## config.mk

```make
export PLATFORM = sky130hd
export DESIGN_NAME = mux8_rr_sched
export DESIGN_NICKNAME = d
export VERILOG_FILES = /design/src/rtl/mux8_rr_sched_pkg.sv /design/src/rtl/mux8_rr_sched_rr_pick.sv /design/src/rtl/mux8_rr_sched.sv
export SDC_FILE = /design/constraint.sdc
export NUM_CORES = 1
export LEC_CHECK = 0
export BUFFER_PORTS_ARGS = -buffer_cell sky130_fd_sc_hd__clkbuf_2
export CAP_MARGIN = 20
export CORE_AREA = 2 2 75 77
export CTS_CLUSTER_DIAMETER = 80
export DETAILED_ROUTE_END_ITERATION = 8
export DIE_AREA = 0 0 77 79
export PLACE_DENSITY = 0.8
export SYNTH_ARGS = -nofsm -noshare
export SYNTH_HDL_FRONTEND = slang
export SYNTH_HIERARCHICAL = 1
export SYNTH_SLANG_ARGS = --single-unit
```

## constraint.sdc

```tcl
create_clock -name clk -period 4.2 [get_ports clk]
set_input_delay 0.42 -clock clk [delete_from_list [all_inputs] [get_ports clk]]
set_output_delay 0.42 -clock clk [all_outputs]
set_load 0.03 [all_outputs]
```

## src/rtl/mux8_rr_sched_pkg.sv

```systemverilog
// Shared constants, state encoding and helpers for the mux8_rr_sched slice.
// The optional lock feature of mux8_rr_sched is enabled by MUX8_RR_LOCK_EN.
package mux8_rr_pkg;

    localparam int N_REQ = 8;
    localparam int SEL_W = 3;
    // Beat counter width: holds 0..MAX_BURST-1 for MAX_BURST up to 15.
    localparam int CNT_W = 4;

    typedef enum logic {
        IDLE  = 1'b0,
        GRANT = 1'b1
    } state_t;

    // One-hot decode of a requester index.
    function automatic logic [N_REQ-1:0] onehot(input logic [SEL_W-1:0] idx);
        return N_REQ'(1) << idx;
    endfunction

endpackage

```

## src/rtl/mux8_rr_sched_rr_pick.sv

```systemverilog
// Combinational round-robin picker: returns the first requesting index
// searching ptr+1, ptr+2, ... and wrapping around to ptr itself.
module rr_pick
    import mux8_rr_pkg::*;
(
    input  logic [N_REQ-1:0] req,
    input  logic [SEL_W-1:0] ptr,
    output logic             any_req,
    output logic [SEL_W-1:0] win_idx
);

    // Request vector rotated so bit 0 is the highest-priority candidate (ptr+1).
    logic [N_REQ-1:0] rot;
    logic [SEL_W-1:0] offset;

    genvar gi;
    generate
        for (gi = 0; gi < N_REQ; gi++) begin : g_rot
            logic [SEL_W-1:0] src_idx;
            assign src_idx = ptr + SEL_W'(gi + 1);
            assign rot[gi] = req[src_idx];
        end
    endgenerate

    // Priority-encode the rotated vector; the lowest set bit wins.
    always_comb begin
        offset = '0;
        for (int i = N_REQ - 1; i >= 0; i--) begin
            if (rot[i]) begin
                offset = SEL_W'(i);
            end
        end
    end

    assign any_req = |req;
    // Modulo-8 wrap comes for free from the 3-bit addition.
    assign win_idx = ptr + SEL_W'(1) + offset;

endmodule

```

## src/rtl/mux8_rr_sched.sv

```systemverilog
// Round-robin scheduler sharing an 8:1 data select among eight requesters,
// with bounded bursts and back-to-back regrant on release.
// Optional feature: define MUX8_RR_LOCK_EN to add the lock input, which
// suppresses the burst limit while held in GRANT.
module mux8_rr_sched
    import mux8_rr_pkg::*;
#(
    parameter int DW        = 8,
    parameter int MAX_BURST = 4
) (
    input  logic                  clk,
    input  logic                  rst_n,
    input  logic [N_REQ-1:0]      req,
    input  logic [N_REQ*DW-1:0]   din,
`ifdef MUX8_RR_LOCK_EN
    input  logic                  lock,
`endif
    output logic [N_REQ-1:0]      gnt,
    output logic [SEL_W-1:0]      sel,
    output logic                  out_valid,
    output logic [DW-1:0]         out_data,
    input  logic                  out_ready,
    output logic                  busy
);

    localparam logic [CNT_W-1:0] BURST_LAST = CNT_W'(MAX_BURST - 1);

    state_t            state_reg, state_next;
    logic [SEL_W-1:0]  sel_reg, sel_next;
    logic [N_REQ-1:0]  gnt_reg, gnt_next;
    logic [SEL_W-1:0]  ptr_reg, ptr_next;
    logic [CNT_W-1:0]  beat_cnt_reg, beat_cnt_next;

    logic              granted;
    logic              xfer;
    logic              at_limit;
    logic              burst_done;
    logic              release_now;
    logic [SEL_W-1:0]  pick_ptr;
    logic              any_req;
    logic [SEL_W-1:0]  win_idx;

    assign granted   = (state_reg == GRANT);
    assign out_valid = granted && req[sel_reg];
    assign out_data  = din[sel_reg*DW +: DW];
    assign xfer      = out_valid && out_ready;
    assign at_limit  = (beat_cnt_reg == BURST_LAST);

`ifdef MUX8_RR_LOCK_EN
    assign burst_done = xfer && at_limit && !lock;
`else
    assign burst_done = xfer && at_limit;
`endif

    assign release_now = granted && (!req[sel_reg] || burst_done);

    // While granted, the search starts after the current owner (which becomes
    // ptr on release); in IDLE, ptr already holds the last released owner.
    assign pick_ptr = granted ? sel_reg : ptr_reg;

    rr_pick u_rr_pick (
        .req     (req),
        .ptr     (pick_ptr),
        .any_req (any_req),
        .win_idx (win_idx)
    );

    // State register with asynchronous active-low reset.
    always_ff @(posedge clk or negedge rst_n) begin
        if (!rst_n) begin
            state_reg    <= IDLE;
            sel_reg      <= '0;
            gnt_reg      <= '0;
            ptr_reg      <= SEL_W'(N_REQ - 1);
            beat_cnt_reg <= '0;
        end else begin
            state_reg    <= state_next;
            sel_reg      <= sel_next;
            gnt_reg      <= gnt_next;
            ptr_reg      <= ptr_next;
            beat_cnt_reg <= beat_cnt_next;
        end
    end

    // Next-state logic: grant from IDLE, count beats, release and regrant.
    always_comb begin
        state_next    = state_reg;
        sel_next      = sel_reg;
        gnt_next      = gnt_reg;
        ptr_next      = ptr_reg;
        beat_cnt_next = beat_cnt_reg;
        case (state_reg)
            IDLE: begin
                if (any_req) begin
                    state_next    = GRANT;
                    sel_next      = win_idx;
                    gnt_next      = onehot(win_idx);
                    beat_cnt_next = '0;
                end
            end
            GRANT: begin
                if (release_now) begin
                    ptr_next = sel_reg;
                    if (any_req) begin
                        sel_next      = win_idx;
                        gnt_next      = onehot(win_idx);
                        beat_cnt_next = '0;
                    end else begin
                        state_next = IDLE;
                        gnt_next   = '0;
                    end
                end else if (xfer && !at_limit) begin
                    // Without release the counter stops at the last beat
                    // (only reachable while locked).
                    beat_cnt_next = beat_cnt_reg + CNT_W'(1);
                end
            end
            default: begin
                state_next = IDLE;
                gnt_next   = '0;
            end
        endcase
    end

    assign gnt  = gnt_reg;
    assign sel  = sel_reg;
    assign busy = granted;

endmodule

```

==> implementation parameters, run 1 <==
Parameter                              Value

Drt
  Initial drt markers    120
  DRC viols    0
  Routed wirelength normalized by instance count    16.7 µm
  Via count normalized by instance count    5.70
  Via total after detailed routing    2075
  Routed WL    6.06 mm
  First-pass detailed-route iteration total    4
  Final ANT Viol Nets    0

STA
  Highest clock frequency the design can meet    254 MHz
  Slew at the pin closest to its max-slew limit    0.666 ns
  Worst hold margin    0.102 ns
  Fin Clk Skew    0.00134 ns
  Setup-failing EPs final    0
  Slew headroom    0.553
  Part of the cycle the worst path needs    0.938
  Final worst path period need    3.94 ns
  Number of hold-slack violations in the final timing report    0
  Fin. max-slew vios    0
  Sum of negative setup slack    0 ns

Status
  Result of the run    completed

Die
  Horiz. Die Dim    77 µm
  Starting density of the core    0.417
  Floorplan core area    5340 µm²
  Boundary pin count    96
  Die outline area    6080 µm²
  Die Ht    79 µm
  FP Rows    27

Place
  Number of input and output port buffers inserted    95
  Instance count after placement with tap cells included    360
  Placer congestion estimate    0.835
  HPWL after DPL    4.82 mm

CTS
  CTS tree    yes
  # H-tree levels    1
  Maximum root-to-sink buffer count    2
  Count of clock tree sinks    19
  Latest clock arrival within the worst-skew pair    0.26 ns
  CTS root buf    sky130_fd_sc_hd__clkbuf_8
  Cts bufs inserted    3
  Clock transition time at the flip-flop clock pins of the worst setup and hold paths    0.07 ns

Layout
  Area Growth Syn to Fin    27.0%
  Fraction of final layout cells with drive strength greater than 1    0.579
  Max reg flops    8
  Count of antenna diodes in the layout    0
  Non-Filler Instances    364
  Number of nets in the finished design    373
  Final core occ    0.530

Synthesis
  Mean post-synth cell area    11.1 µm²
  Share of synthesized area occupied by flip-flops and latches    0.215
  Number of nets produced by synthesis    281
  Number of synthesized register bits    19
  Netlist Area Pre-Place    2230 µm²
  Library cell with the largest summed area after synthesis    sky130_fd_sc_hd__mux4_2
  Count of flip-flops with a built-in enable after synthesis    0
  Dominant cells by area after synthesis    sky130_fd_sc_hd__mux4_2 23%, sky130_fd_sc_hd__dfrtp_1 18%, sky130_fd_sc_hd__mux2_2 9.6%
  Distinct cells, synth    54
  Synthesis Warnings    6
  Portion of synthesized cell area occupied by the leading cell type    0.232
  Ys flop type    sky130_fd_sc_hd__dfrtp_1
  Number of cells produced by synthesis    201
  Share of async-settable or async-resettable flops after synthesis    1.00

GRT
  Initial antenna violation count    0
  Total global routing track utilization    0.209
  Vias in the first global route    2203
  Maximum number of pins on one net before global-route repair    24
  Overflow left after global routing    0
  First-pass GRT wire length    10.3 mm

Power and ir drop
  Static leakage    1.28 nW
  Combinational power share    0.858
  Worst voltage drop across the vdd grid    0.508 mV
  Pint    1.46 mW
  Power Density    1050 nW/µm²
  Part of the power in the clock network    0.043
  Switching share of power    0.509
  Psw    1.52 mW
  Power share of the sequential group    0.099

Critical path
  Worst-path maximum fanout    10
  Worst setup path category    register to register
  Worst path required time    4.31 ns
  CP Launch Type    register
  WP data arrival    4.05 ns
  Sort of element at the end of the critical path    register

Hold path
  Path type of the worst min-delay path    input port to asynchronous set/reset pin

Run
  Max cap viols    0
-- area by class of cell --
| type | instances | area (µm²) |
|---|---|---|
| Clock buffer | 3 | 41.3 |
| Multi-Input combinational cell | 153 | 1640 |
| Inverter | 17 | 63.8 |
| Tap cell | 72 | 90.1 |
| Timing Repair Buffer | 99 | 505 |
| Fill cell | 481 | 2510 |
| Clock inverter | 1 | 5.00 |
| Sequential cell | 19 | 480 |
-- routing by layer --
metal,share of wire,GRT usage,up-vias
met1,0.42,0.259,1040
met3,0.031,0.0284,5
li1,-,-,981
met5,0,0,-
met2,0.54,0.382,49
met4,0.0071,0.0625,0
-- cell families (layout without fill, tap and decap cells) --
kind of cell | Yosys count | in the layout | share of synthesized area
simple gates | 56 | 56 | 0.135
mux | 49 | 49 | 0.380
compound gates | 39 | 39 | 0.150
buf+inv | 29 | 120 | 0.0601
flops | 19 | 19 | 0.215
fa+ha+maj | 5 | 5 | 0.0314
xor+xnor | 4 | 4 | 0.0275
-- what timing repair did --
action                                  4_1_cts  5_1_grt
gates resized for setup                       0        3
endpoints found under the setup margin        0        8
hold buffers                                  0        0
buffers inserted                              0        0
-- final timing paths --
check	from	to	slack, ns	cells past startpoint
max	busy$_DFF_PN0_	gnt[0]$_DFFE_PN0P_	0.26	16
min	rst_n	gnt[3]$_DFFE_PN0P_	0.10	1
max reg2reg	busy$_DFF_PN0_	gnt[0]$_DFFE_PN0P_	0.26	16
min reg2reg	beat_cnt_reg[0]$_DFFE_PN0P_	beat_cnt_reg[0]$_DFFE_PN0P_	0.58	1
max in group asynchronous	rst_n	sel[0]$_DFFE_PN0P_	3.75	1
min in group clk	out_ready	beat_cnt_reg[1]$_DFFE_PN0P_	0.54	4
-- power by group through the flow --
| stage | Clock, mW | Combinational [mW] | Sequential (mW) |
|---|---|---|---|
| finish | 0.128 | 2.56 | 0.296 |
| global route | 0.137 | 2.80 | 0.303 |
| CTS | 0.131 | 2.49 | 0.294 |
| detailed placement | 0 | 2.48 | 0.298 |
| global placement | 0 | 2.42 | 0.295 |
| floorplan | 0 | 2.00 | 0.363 |
-- cell usage after synthesis, types with 2 or more instances --
cell type / count
sky130_fd_sc_hd__o31ai_1: 2
sky130_fd_sc_hd__clkbuf_1: 5
sky130_fd_sc_hd__nand2_1: 23
sky130_fd_sc_hd__buf_6: 2
sky130_fd_sc_hd__buf_2: 2
sky130_fd_sc_hd__o22ai_1: 8
sky130_fd_sc_hd__nor4_1: 2
sky130_fd_sc_hd__o311ai_1: 2
sky130_fd_sc_hd__o221ai_1: 8
sky130_fd_sc_hd__nand3_1: 2
sky130_fd_sc_hd__mux2i_4: 2
sky130_fd_sc_hd__mux2_2: 19
sky130_fd_sc_hd__o311ai_0: 3
sky130_fd_sc_hd__mux4_2: 23
sky130_fd_sc_hd__dfstp_2: 3
sky130_fd_sc_hd__ha_1: 4
sky130_fd_sc_hd__nor3_1: 3
sky130_fd_sc_hd__o211ai_1: 2
sky130_fd_sc_hd__nand2b_1: 7
sky130_fd_sc_hd__nor2b_1: 2
sky130_fd_sc_hd__mux2i_1: 3
sky130_fd_sc_hd__and2_1: 3
sky130_fd_sc_hd__nand3_2: 2
sky130_fd_sc_hd__inv_1: 17
sky130_fd_sc_hd__nor2_1: 2
sky130_fd_sc_hd__dfrtp_1: 16
sky130_fd_sc_hd__buf_4: 2
sky130_fd_sc_hd__nand4_1: 5
sky130_fd_sc_hd__a21oi_1: 2
-- metrics by stage --
stage          power, mW  setup slack (ns)  cell area [µm²]
2_1_floorplan       2.36           0.00176             2260
3_3_place_gp        2.71             0.230             2770
3_5_place_dp        2.78            0.0704             2770
4_1_cts             2.92            0.0524             2810
5_1_grt             3.24           -0.0136             2830
6_report            2.98             0.262             2830
-- cells in the final DEF (no fill, tap or decap), types with 2 or more instances in the layout --
cell	n
sky130_fd_sc_hd__and2_1	3
sky130_fd_sc_hd__buf_4	4
sky130_fd_sc_hd__clkbuf_2	95
sky130_fd_sc_hd__clkbuf_8	3
sky130_fd_sc_hd__dfrtp_1	15
sky130_fd_sc_hd__dfstp_2	3
sky130_fd_sc_hd__ha_1	3
sky130_fd_sc_hd__inv_1	17
sky130_fd_sc_hd__mux2_2	18
sky130_fd_sc_hd__mux2i_1	3
sky130_fd_sc_hd__mux2i_4	2
sky130_fd_sc_hd__mux4_2	24
sky130_fd_sc_hd__nand2_1	23
sky130_fd_sc_hd__nand2b_1	6
sky130_fd_sc_hd__nand3_1	2
sky130_fd_sc_hd__nand3_2	2
sky130_fd_sc_hd__nand4_1	5
sky130_fd_sc_hd__nor2_1	2
sky130_fd_sc_hd__nor2b_1	2
sky130_fd_sc_hd__nor3_1	3
sky130_fd_sc_hd__nor4_1	2
sky130_fd_sc_hd__o211ai_1	2
sky130_fd_sc_hd__o221ai_1	8
sky130_fd_sc_hd__o22ai_1	8
sky130_fd_sc_hd__o311ai_0	3
sky130_fd_sc_hd__o311ai_1	2
sky130_fd_sc_hd__o31ai_1	2
sky130_fd_sc_hd__xnor2_2	2
-- critical path: stages, from the launching register on --
cell                       delay (ns)
sky130_fd_sc_hd__dfrtp_1         0.42
sky130_fd_sc_hd__mux2_4          0.39
sky130_fd_sc_hd__inv_1           0.11
sky130_fd_sc_hd__ha_2            0.33
sky130_fd_sc_hd__mux4_2          0.40
sky130_fd_sc_hd__mux2i_4         0.09
sky130_fd_sc_hd__a21oi_2         0.18
sky130_fd_sc_hd__nor3b_2         0.06
sky130_fd_sc_hd__a211o_1         0.23
sky130_fd_sc_hd__ha_1            0.20
sky130_fd_sc_hd__fa_1            0.41
sky130_fd_sc_hd__xor2_2          0.21
sky130_fd_sc_hd__xnor2_2         0.26
sky130_fd_sc_hd__nand2b_4        0.21
sky130_fd_sc_hd__o22ai_1         0.10
sky130_fd_sc_hd__nand2_1         0.09
sky130_fd_sc_hd__o221ai_1        0.10
Power figures use the tool's default switching activity.
==> run 2: changes to the inputs <==
--- a/config.mk
+++ b/config.mk
@@ -12,6 +12,7 @@
 export DETAILED_ROUTE_END_ITERATION = 8
 export DIE_AREA = 0 0 77 79
 export PLACE_DENSITY = 0.8
+export REMOVE_ABC_BUFFERS = 1
 export SYNTH_ARGS = -nofsm -noshare
 export SYNTH_HDL_FRONTEND = slang
 export SYNTH_HIERARCHICAL = 1
==> run 2 against run 1 <==
  * Sequential power hardly changed
  * Worst hold slack better by 0.022 ns
  * Utilization is 0.30 points lower
  * Via count is 1.3% higher
==> implementation parameters, run 2 (synthesized netlist as in run 1, its figures left out) <==
Parameter                              Value

Die
  Boundary pin count    96
  Floorplan core area    5340 µm²
  Die Ht    79 µm
  Die outline area    6080 µm²
  Horiz. Die Dim    77 µm
  Starting density of the core    0.417
  FP Rows    27

Drt
  Via count normalized by instance count    5.76
  Initial drt markers    68
  Final ANT Viol Nets    0
  DRC viols    0
  First-pass detailed-route iteration total    4
  Routed wirelength normalized by instance count    16.9 µm
  Routed WL    6.19 mm
  Via total after detailed routing    2102

STA
  Highest clock frequency the design can meet    256 MHz
  Final worst path period need    3.91 ns
  Worst hold margin    0.124 ns
  Fin Clk Skew    0.00196 ns
  Setup-failing EPs final    0
  Number of hold-slack violations in the final timing report    0
  Sum of negative setup slack    0 ns
  Slew at the pin closest to its max-slew limit    0.590 ns
  RSZ-0062 raised after global routing    no
  Fin. max-slew vios    0
  Slew headroom    0.601
  Part of the cycle the worst path needs    0.930

Critical path
  Worst-path maximum fanout    6
  Crit path cell chain    mux2_2 > inv_1 > ha_1 > mux4_1 > mux2i_4 > nand3_1 > a31oi_1 > a211o_1 > ha_1 > fa_1 > xor2_1 > xnor2_2 > nand2b_1 > o22ai_1 > nand2_1 > o221ai_1
  CP max stage cell    sky130_fd_sc_hd__mux4_1
  Worst stage delay on the critical path    0.64 ns
  Worst setup path category    register to register
  Most used cell, CP    sky130_fd_sc_hd__ha_1
  CP Launch Type    register
  WP data arrival    4.01 ns
  Worst path required time    4.31 ns
  Largest delay share family, worst path    multiplexers
  Sort of element at the end of the critical path    register
  CP Buf/Inv Count    1

Power and ir drop
  Psw    1.48 mW
  Static leakage    1.27 nW
  Power Density    1030 nW/µm²
  Switching share of power    0.511
  Part of the power in the clock network    0.044
  Total power    2.90 mW
  Combinational power share    0.855
  Pint    1.42 mW
  Worst voltage drop across the vdd grid    0.439 mV
  Power share of the sequential group    0.101

CTS
  Maximum root-to-sink buffer count    2
  CTS root buf    sky130_fd_sc_hd__clkbuf_8
  Latest clock arrival within the worst-skew pair    0.25 ns
  # H-tree levels    1
  Cts bufs inserted    3
  Clock transition time at the flip-flop clock pins of the worst setup and hold paths    0.07 ns
  Count of clock tree sinks    19
  Buffer count from post-CTS setup fixing    0
  CTS tree    yes

Layout
  Highest-count cells in the layout ignoring fill and taps    95 x sky130_fd_sc_hd__clkbuf_2, 23 x sky130_fd_sc_hd__mux4_2, 23 x sky130_fd_sc_hd__nand2_1, 19 x sky130_fd_sc_hd__mux2_2, 17 x sky130_fd_sc_hd__inv_1
  Non-Filler Instances    365
  Max reg flops    8
  Number of nets in the finished design    374
  # fillers    507
  Area Growth Syn to Fin    26.3%
  Final design instance area without fill    2810 µm²
  Fraction of final layout cells with drive strength greater than 1    0.556
  Count of antenna diodes in the layout    0
  Most frequent standard cell in the layout excluding fill and tap cells    sky130_fd_sc_hd__clkbuf_2

Run
  Max cap viols    0

Place
  Instance count after placement with tap cells included    361
  Placer congestion estimate    0.898
  Total cell area at the placement stage    2760 µm²
  Number of input and output port buffers inserted    95
  HPWL after DPL    5.01 mm

GRT
  First-pass GRT wire length    10.5 mm
  Vias in the first global route    2142
  Total global routing track utilization    0.211
  Maximum number of pins on one net before global-route repair    24
  Overflow left after global routing    0
  Initial antenna violation count    0

Status
  Result of the run    completed

Hold path
  Path type of the worst min-delay path    input port to asynchronous set/reset pin
==> run 2: cell count changes in the layout (fill, tap and decap cells not counted), sizes merged <==
cell    before  now
buf          4    5
clkbuf      98   99
clkinv       1    0
==> run 2: final timing paths <==
kind / endpoint / slack, ns / start / cells after the start
worst min register to register: beat_cnt_reg[0]$_DFFE_PN0P_ / 0.57 / beat_cnt_reg[0]$_DFFE_PN0P_ / 1
worst max-delay path: gnt[1]$_DFFE_PN0P_ / 0.29 / ptr_reg[1]$_DFFE_PN1P_ / 16
worst min-delay path: gnt[3]$_DFFE_PN0P_ / 0.12 / rst_n / 1
min in group clk: beat_cnt_reg[0]$_DFFE_PN0P_ / 0.56 / out_ready / 4
max in group asynchronous: ptr_reg[0]$_DFFE_PN1P_ / 3.71 / rst_n / 1
worst max register to register: gnt[1]$_DFFE_PN0P_ / 0.29 / ptr_reg[1]$_DFFE_PN1P_ / 16
==> run 2: power groups by stage <==
stage	Combinational, mW	Clock [mW]	Sequential [mW]
final	2.47	0.128	0.293
after global routing	2.70	0.140	0.299
after CTS	2.44	0.129	0.293
after detailed placement	2.43	0	0.296
after global placement	2.38	0	0.294
after floorplan	1.80	0	0.434
==> run 2: per-layer routing <==
layer  share of wire  vias up  wire length (µm)  GRT usage
li1                -      985                 -          -
met1            0.44     1042              2730      0.286
met2            0.51       63              3150      0.365
met3           0.038       12               234     0.0261
met4           0.012        0                76     0.0482
met5               0        -                 0          0
==> run 2: what timing repair did <==
| action | CTS | global route |
|---|---|---|
| resized for setup | 0 | 1 |
| setup endpoints to repair | 0 | 8 |
| hold buffers | 0 | 0 |
==> run 2: through the flow <==
stage | util | setup WS (ns)
floorplan | - | -0.477
global placement | 0.517 | 0.324
detailed placement | 0.517 | 0.245
CTS | 0.526 | 0.213
global route | 0.527 | 0.0328
finish | 0.527 | 0.294
==> run 2: layout make-up <==
| cell class | count | area [µm²] | area share |
|---|---|---|---|
| Multi-Input combinational cell | 153 | 1620 | 0.577 |
| Timing Repair Buffer | 100 | 513 | 0.182 |
| Sequential cell | 19 | 479 | 0.170 |
| Tap cell | 72 | 90.1 | 0.0320 |
| Inverter | 17 | 63.8 | 0.0227 |
| Clock buffer | 4 | 45.0 | 0.0160 |
